[src/rtl/load_store_unit_if.sv]
`default_nettype none
// ============================================================================
// Module      : load_store_unit_if
// Description : Bundle of the load/store unit's request, response and
//               data-memory signals.
//               master : core/memory side (drives requests, resp_ready and
//                        mem_data)
//               slave  : load/store unit side
//               Optional LSU_RVFI_EN adds the rvfi_mem_* trace signals.
// Revision    : 1.0 - initial release
// ============================================================================
interface load_store_unit_if;
    // request from the execute stage
    logic        req_valid;
    logic        req_ready;
    logic        req_store;
    logic [2:0]  req_funct3;
    logic [31:0] req_base;
    logic [31:0] req_offset;
    logic [31:0] req_wdata;
    // response to the core
    logic        resp_valid;
    logic        resp_ready;
    logic [31:0] resp_rdata;
    logic [1:0]  resp_fault;
    logic [31:0] resp_fault_addr;
    // data-memory port
    logic [31:0] mem_addr;
    logic [31:0] mem_value;
    logic [2:0]  mem_funct3;
    logic        mem_read;
    logic        mem_write;
    logic [31:0] mem_data;
`ifdef LSU_RVFI_EN
    logic [31:0] rvfi_mem_addr;
    logic [3:0]  rvfi_mem_rmask;
    logic [3:0]  rvfi_mem_wmask;
    logic [31:0] rvfi_mem_rdata;
    logic [31:0] rvfi_mem_wdata;
`endif

    modport master (
        output req_valid, req_store, req_funct3, req_base, req_offset, req_wdata,
        output resp_ready, mem_data,
        input  req_ready, resp_valid, resp_rdata, resp_fault, resp_fault_addr,
        input  mem_addr, mem_value, mem_funct3, mem_read, mem_write
`ifdef LSU_RVFI_EN
        ,
        input  rvfi_mem_addr, rvfi_mem_rmask, rvfi_mem_wmask,
        input  rvfi_mem_rdata, rvfi_mem_wdata
`endif
    );

    modport slave (
        input  req_valid, req_store, req_funct3, req_base, req_offset, req_wdata,
        input  resp_ready, mem_data,
        output req_ready, resp_valid, resp_rdata, resp_fault, resp_fault_addr,
        output mem_addr, mem_value, mem_funct3, mem_read, mem_write
`ifdef LSU_RVFI_EN
        ,
        output rvfi_mem_addr, rvfi_mem_rmask, rvfi_mem_wmask,
        output rvfi_mem_rdata, rvfi_mem_wdata
`endif
    );
endinterface
`default_nettype wire

[src/rtl/load_store_unit.sv]
`default_nettype none
// ============================================================================
// Module      : load_store_unit
// Description : Initiator side of the data-memory interface. Accepts one
//               load/store, computes EA = base + offset, checks funct3,
//               alignment and range, issues a single read or write strobe
//               and returns data / completion over a valid/ready response.
// Ports       : clk   - clock
//               reset - synchronous active-high reset
//               bus   - load_store_unit_if.slave (request, response, memory)
// Parameters  : MEMSIZE - data-memory size in bytes
// Options     : LSU_RVFI_EN - adds rvfi_mem_* trace outputs
// Revision    : 1.0 - initial release
// ============================================================================
module load_store_unit #(
    parameter int MEMSIZE = 64
) (
    input  wire logic         clk,
    input  wire logic         reset,
    load_store_unit_if.slave  bus
);

    localparam logic [1:0] IDLE  = 2'd0;
    localparam logic [1:0] ISSUE = 2'd1;
    localparam logic [1:0] WAIT  = 2'd2;
    localparam logic [1:0] RESP  = 2'd3;

    localparam logic [32:0] c_memsize = 33'(MEMSIZE);

    logic [1:0]  r_state;
    logic [31:0] r_ea;
    logic [2:0]  r_funct3;
    logic [31:0] r_wdata;
    logic        r_store;
    logic [31:0] r_rdata;
    logic [1:0]  r_fault;

    logic [31:0] w_ea;
    logic [32:0] w_bytes;
    logic [32:0] w_last;
    logic        w_illegal;
    logic        w_misaligned;
    logic        w_range;
    logic [1:0]  w_fault;

    assign w_ea = bus.req_base + bus.req_offset;

    always_comb begin
        w_bytes = 33'd1;
        case (bus.req_funct3[1:0])
            2'd1:    w_bytes = 33'd2;
            2'd2:    w_bytes = 33'd4;
            default: w_bytes = 33'd1;
        endcase

        if (bus.req_store)
            w_illegal = (bus.req_funct3 > 3'd2);
        else
            w_illegal = (bus.req_funct3 == 3'd3) || (bus.req_funct3 > 3'd5);

        w_misaligned = ((bus.req_funct3[1:0] == 2'd1) && w_ea[0]) ||
                       ((bus.req_funct3[1:0] == 2'd2) && (w_ea[1:0] != 2'b00));

        // 33-bit sum so an EA near 2^32 cannot wrap back into range
        w_last  = {1'b0, w_ea} + w_bytes - 33'd1;
        w_range = (w_last >= c_memsize);

        if (w_illegal)
            w_fault = 2'd3;
        else if (w_misaligned)
            w_fault = 2'd1;
        else if (w_range)
            w_fault = 2'd2;
        else
            w_fault = 2'd0;
    end

    always_ff @(posedge clk) begin
        if (reset) begin
            r_state  <= IDLE;
            r_ea     <= 32'd0;
            r_funct3 <= 3'd0;
            r_wdata  <= 32'd0;
            r_store  <= 1'b0;
            r_rdata  <= 32'd0;
            r_fault  <= 2'd0;
        end else begin
            case (r_state)
                IDLE: begin
                    if (bus.req_valid) begin
                        r_ea     <= w_ea;
                        r_funct3 <= bus.req_funct3;
                        r_wdata  <= bus.req_wdata;
                        r_store  <= bus.req_store;
                        r_rdata  <= 32'd0;
                        r_fault  <= w_fault;
                        // faulted requests skip memory entirely
                        r_state  <= (w_fault != 2'd0) ? RESP : ISSUE;
                    end
                end
                ISSUE: r_state <= WAIT;
                WAIT: begin
                    if (!r_store)
                        r_rdata <= bus.mem_data;
                    r_state <= RESP;
                end
                RESP: begin
                    if (bus.resp_ready)
                        r_state <= IDLE;
                end
                default: r_state <= IDLE;
            endcase
        end
    end

    // strobes decode from state so a write in ISSUE still reaches memory
    // at the edge where a reset is being applied
    assign bus.req_ready       = (r_state == IDLE);
    assign bus.resp_valid      = (r_state == RESP);
    assign bus.mem_read        = (r_state == ISSUE) && !r_store;
    assign bus.mem_write       = (r_state == ISSUE) &&  r_store;
    assign bus.mem_addr        = r_ea;
    assign bus.mem_value       = r_wdata;
    assign bus.mem_funct3      = r_funct3;
    assign bus.resp_rdata      = r_rdata;
    assign bus.resp_fault      = r_fault;
    assign bus.resp_fault_addr = r_ea;

`ifdef LSU_RVFI_EN
    logic [3:0] w_mask;
    logic       w_ok;

    always_comb begin
        case (r_funct3[1:0])
            2'd1:    w_mask = 4'b0011;
            2'd2:    w_mask = 4'b1111;
            default: w_mask = 4'b0001;
        endcase
        w_ok = bus.resp_valid && (r_fault == 2'd0);
    end

    assign bus.rvfi_mem_addr  = r_ea;
    assign bus.rvfi_mem_rmask = (w_ok && !r_store) ? w_mask : 4'b0000;
    assign bus.rvfi_mem_wmask = (w_ok &&  r_store) ? w_mask : 4'b0000;
    assign bus.rvfi_mem_rdata = r_rdata;
    assign bus.rvfi_mem_wdata = r_wdata & {{8{bus.rvfi_mem_wmask[3]}}, {8{bus.rvfi_mem_wmask[2]}},
                                           {8{bus.rvfi_mem_wmask[1]}}, {8{bus.rvfi_mem_wmask[0]}}};
`endif

endmodule
`default_nettype wire

[src/flat_wrapper.sv]
// flat-port wrapper written by rule: the top's interface ports become plain ports
module load_store_unit_flat 
#(
    parameter int MEMSIZE = 64
)
  (clk, reset, bus_req_valid, bus_req_store, bus_req_funct3, bus_req_base, bus_req_offset, bus_req_wdata, bus_resp_ready, bus_mem_data, bus_req_ready, bus_resp_valid, bus_resp_rdata, bus_resp_fault, bus_resp_fault_addr, bus_mem_addr, bus_mem_value, bus_mem_funct3, bus_mem_read, bus_mem_write);
  load_store_unit_if bus_i ();
  input  wire logic clk;
  input  wire logic reset;
  input wire logic [$bits(bus_i.req_valid)-1:0] bus_req_valid;
  input wire logic [$bits(bus_i.req_store)-1:0] bus_req_store;
  input wire logic [$bits(bus_i.req_funct3)-1:0] bus_req_funct3;
  input wire logic [$bits(bus_i.req_base)-1:0] bus_req_base;
  input wire logic [$bits(bus_i.req_offset)-1:0] bus_req_offset;
  input wire logic [$bits(bus_i.req_wdata)-1:0] bus_req_wdata;
  input wire logic [$bits(bus_i.resp_ready)-1:0] bus_resp_ready;
  input wire logic [$bits(bus_i.mem_data)-1:0] bus_mem_data;
  output wire logic [$bits(bus_i.req_ready)-1:0] bus_req_ready;
  output wire logic [$bits(bus_i.resp_valid)-1:0] bus_resp_valid;
  output wire logic [$bits(bus_i.resp_rdata)-1:0] bus_resp_rdata;
  output wire logic [$bits(bus_i.resp_fault)-1:0] bus_resp_fault;
  output wire logic [$bits(bus_i.resp_fault_addr)-1:0] bus_resp_fault_addr;
  output wire logic [$bits(bus_i.mem_addr)-1:0] bus_mem_addr;
  output wire logic [$bits(bus_i.mem_value)-1:0] bus_mem_value;
  output wire logic [$bits(bus_i.mem_funct3)-1:0] bus_mem_funct3;
  output wire logic [$bits(bus_i.mem_read)-1:0] bus_mem_read;
  output wire logic [$bits(bus_i.mem_write)-1:0] bus_mem_write;
  assign bus_i.req_valid = bus_req_valid;
  assign bus_i.req_store = bus_req_store;
  assign bus_i.req_funct3 = bus_req_funct3;
  assign bus_i.req_base = bus_req_base;
  assign bus_i.req_offset = bus_req_offset;
  assign bus_i.req_wdata = bus_req_wdata;
  assign bus_i.resp_ready = bus_resp_ready;
  assign bus_i.mem_data = bus_mem_data;
  assign bus_req_ready = bus_i.req_ready;
  assign bus_resp_valid = bus_i.resp_valid;
  assign bus_resp_rdata = bus_i.resp_rdata;
  assign bus_resp_fault = bus_i.resp_fault;
  assign bus_resp_fault_addr = bus_i.resp_fault_addr;
  assign bus_mem_addr = bus_i.mem_addr;
  assign bus_mem_value = bus_i.mem_value;
  assign bus_mem_funct3 = bus_i.mem_funct3;
  assign bus_mem_read = bus_i.mem_read;
  assign bus_mem_write = bus_i.mem_write;
  load_store_unit #(.MEMSIZE(MEMSIZE)) u_core (.clk(clk), .reset(reset), .bus(bus_i));
endmodule
[config.mk]
export PLATFORM = sky130hd
export DESIGN_NAME = load_store_unit_flat
export DESIGN_NICKNAME = d
export VERILOG_FILES = /design/src/rtl/load_store_unit_if.sv /design/src/rtl/load_store_unit.sv /design/src/flat_wrapper.sv
export SDC_FILE = /design/constraint.sdc
export NUM_CORES = 1
export LEC_CHECK = 0
export ABC_AREA = 1
export CORE_MARGIN = 5
export CORE_UTILIZATION = 40
export CTS_BUF_LIST = sky130_fd_sc_hd__clkbuf_8 sky130_fd_sc_hd__clkbuf_16
export CTS_CLUSTER_SIZE = 40
export DETAILED_ROUTE_END_ITERATION = 7
export PLACE_DENSITY = 0.81
export SLEW_MARGIN = 40
export SYNTH_ARGS = -nofsm -noshare
export SYNTH_HDL_FRONTEND = slang
export SYNTH_SLANG_ARGS = --single-unit
export TNS_END_PERCENT = 30
[constraint.sdc]
create_clock -name clk -period 5.8 [get_ports clk]
set_clock_uncertainty 0.2 [all_clocks]
set_input_delay 0.58 -clock clk [delete_from_list [all_inputs] [get_ports clk]]
set_output_delay 0.58 -clock clk [all_outputs]
set_load 0.03 [all_outputs]
==> reports/metrics.csv <==
metric,value,unit
row_count,53,
synth.ff_latch_count,104,
syn-num-nets,1562,
hp-start,u_core.bus.resp_rdata[20]$_SDFFE_PP0P_,
whs,0.265,ns
status,completed,
startpoint_type,input port,
drcViolationCount,0,
cts_inserted_buffers,9,
rr_worst_depth,7,
hold_viol_final,0,
cts_tree,built,
clockBufferDepth,2,
final_layout_size_suffix_gt1_share,7.25,%
synthCells,1358,
num_vias,9201,
grt_pass1_vias,8511,
start_util,41.0,%
final_antenna_net_count,0,
r2r-end,u_core.bus.mem_funct3[0]$_SDFFE_PP0P_,
io_pins,273,
tightest_slew,0.806,ns
avgSynthCellArea,6.38,um2
grt_max_degree,65,
cts_resized,0,
synthFlopType,dfxtp_1,
slew_viol_final,0,
grt_pass1_wl,40.8,mm
gp_congestion,0.914,
cp.required,5.82,ns
clock-sinks,104,
critical_path_class,input port to register,
dp_hpwl,21.9,mm
hold_depth,2,
drt_first_pass_iters,5,
fin_crit,5.07,ns
insertion_delay,0.34,ns
vias_per_cell,4.94,
async_flop_share,0,%
dieWidth,157,um
min_to,u_core.bus.resp_rdata[20]$_SDFFE_PP0P_,
antenna_found_initial,0,
critPathMaxStageDelay,0.47,ns
synth_edf_count,0,
wl_per_cell,14.1,um
p_per_area,382,nW/um2
crit_top_cell,nand2_1,
grt_overflow,0,
cts-root-buf,clkbuf_16,
wl,26.2,mm
ys_types,42,
post_cts_buffers,0,
coreArea,21200,um2
ir_worst_vdd,0.000206,V
drt_iter0_drc,504,
yosysWarnings,0,
num_antenna_cells,0,
synth_area,8660,um2
fmax,197,MHz
hp-class,register to register,
fin_tns_setup,0,ns
timing.rr.start,u_core.r_state[0]$_SDFFE_PP0P_,
postLayoutCoreUtil,55.5,%
p_leak,5.59,nW
critPathCaptureType,register,
r2r_slack,3.44,ns
cp_slowest_cell,clkdlybuf4s50_1,
path_clk_slew,0.08,ns
hold_buffers,0,
cts.htree.levels,3,
nNetsFinal,1786,
dieHeight,157,um
relSlewSlack,46.2,%
crit_fanout,4,
fp.dieArea,24700,um2
io_buffers,272,
area_growth,35.5,%
grt_setup_unrepaired,no,
worstPathArrival,5.09,ns
setup_violations,0,
seq_area_frac_synth,24.0,%
track_usage,19.8,%
finalCritPeriodShare,87.5,%
maxCapViolCount,0,
[area by class of cell]
cell class	count	area, um2
Clock buffer	9	225
Clock inverter	7	91.3
Fill cell	2056	9420
Inverter	198	744
Multi-Input combinational cell	989	5470
Sequential cell	104	2080
Tap cell	275	344
Timing Repair Buffer	280	2780
[layout by cell type, fill, tap and decap left out, types with 3 or more instances in the layout]
master	instances
nand2_4	8
ha_1	66
inv_2	19
nand2_1	358
a21oi_1	82
a31oi_1	3
nand2_2	35
buf_4	8
clkdlybuf4s50_1	272
nor3_1	8
clkinv_8	3
nand4_1	26
inv_1	174
a21o_1	5
o211ai_1	29
nand3_2	8
o21ai_0	59
xor2_1	23
nand3_1	57
nor2_1	131
a21oi_2	3
nand3b_1	36
xnor2_1	11
o21bai_1	8
dfxtp_1	104
nor2_2	11
clkinv_1	4
clkbuf_16	9
[through the flow]
step           setup WS [ns]  total power [mW]  cell area [um2]  cells
3_5_place_dp           0.428              3.88            11400   1846
3_3_place_gp           0.598              3.84            11400   1846
6_report               0.726              4.49            11700   1862
4_1_cts                0.796              4.51            11700   1862
5_1_grt                0.289              4.82            11700   1862
2_1_floorplan           1.52              3.00             8660   1358
[worst max-delay path by stage]
stage | slack (ns) | from | cells after the start | end
4_1_cts | 0.80 | bus_req_base[0] | 33 | u_core.r_state[1]$_SDFFE_PP0P_
6_report | 0.73 | bus_req_base[0] | 33 | u_core.r_state[1]$_SDFFE_PP0P_
5_1_grt | 0.29 | bus_req_base[0] | 28 | u_core.bus.resp_fault[1]$_SDFFE_PP0P_
2_1_floorplan | 1.52 | bus_req_offset[0] | 32 | u_core.r_state[1]$_SDFFE_PP0P_
3_5_place_dp | 0.43 | bus_req_base[0] | 33 | u_core.r_state[1]$_SDFFE_PP0P_
3_3_place_gp | 0.60 | bus_req_offset[0] | 33 | u_core.r_state[1]$_SDFFE_PP0P_
[state kept, by name, summed over array words and instances, names as in the netlist]
name	cells
u_core.r_state	2
u_core.bus.mem_value	32
u_core.bus.mem_addr	32
u_core.r_store	1
u_core.bus.resp_fault	2
u_core.bus.mem_funct3	3
u_core.bus.resp_rdata	32
[synthesized netlist by cell type, types with 3 or more instances]
cell type | number | area, um2
nand3b_1 | 36 | 270
inv_2 | 18 | 67.6
nor2_2 | 11 | 68.8
nand4_1 | 26 | 163
nor2_1 | 131 | 492
nand2_1 | 358 | 1340
o21ai_0 | 59 | 295
xor2_1 | 23 | 201
nand3_1 | 57 | 285
o21bai_1 | 8 | 60.1
clkinv_1 | 6 | 22.5
nor3_1 | 8 | 40.0
a21o_1 | 5 | 37.5
nand2_2 | 35 | 219
inv_1 | 174 | 653
ha_1 | 66 | 826
buf_1 | 3 | 11.3
nand3_2 | 8 | 80.1
a31oi_1 | 3 | 18.8
dfxtp_1 | 104 | 2080
o211ai_1 | 29 | 218
buf_4 | 32 | 240
nand2_4 | 8 | 90.1
clkbuf_1 | 32 | 120
xnor2_1 | 11 | 96.3
a21oi_2 | 3 | 26.3
a21oi_1 | 82 | 410
[worst max-delay path, delay by kind of cell]
family          cells  cell delay [ns]
simple gates       20             2.06
fa+ha+maj           3             1.00
buf+inv             6             0.88
xor+xnor            1             0.31
compound gates      3             0.27
[power breakdown]
part / internal (mW) / switching, mW
logic: 1.10 / 1.74
clock network: 0.312 / 0.311
registers: 0.900 / 0.122
[per-layer routing]
layer  vias to the layer above  global-route usage (%)  wire length [um]
li1                       4769                       -                 -
met1                      4096                    25.8             11800
met2                       305                    35.3             12400
met3                        31                    2.17              1630
met4                         0                    4.63               425
met5                         -                       0                 0
[cells by family (layout without fill, tap and decap cells)]
group | after synthesis | after routing | share of synthesized area, %
xor+xnor | 34 | 34 | 3.44
flops | 104 | 104 | 24.0
buf+inv | 265 | 494 | 12.9
simple gates | 687 | 687 | 36.3
compound gates | 200 | 200 | 13.4
fa+ha+maj | 68 | 68 | 9.99
No activity file was read; power rests on OpenSTA's default activity.
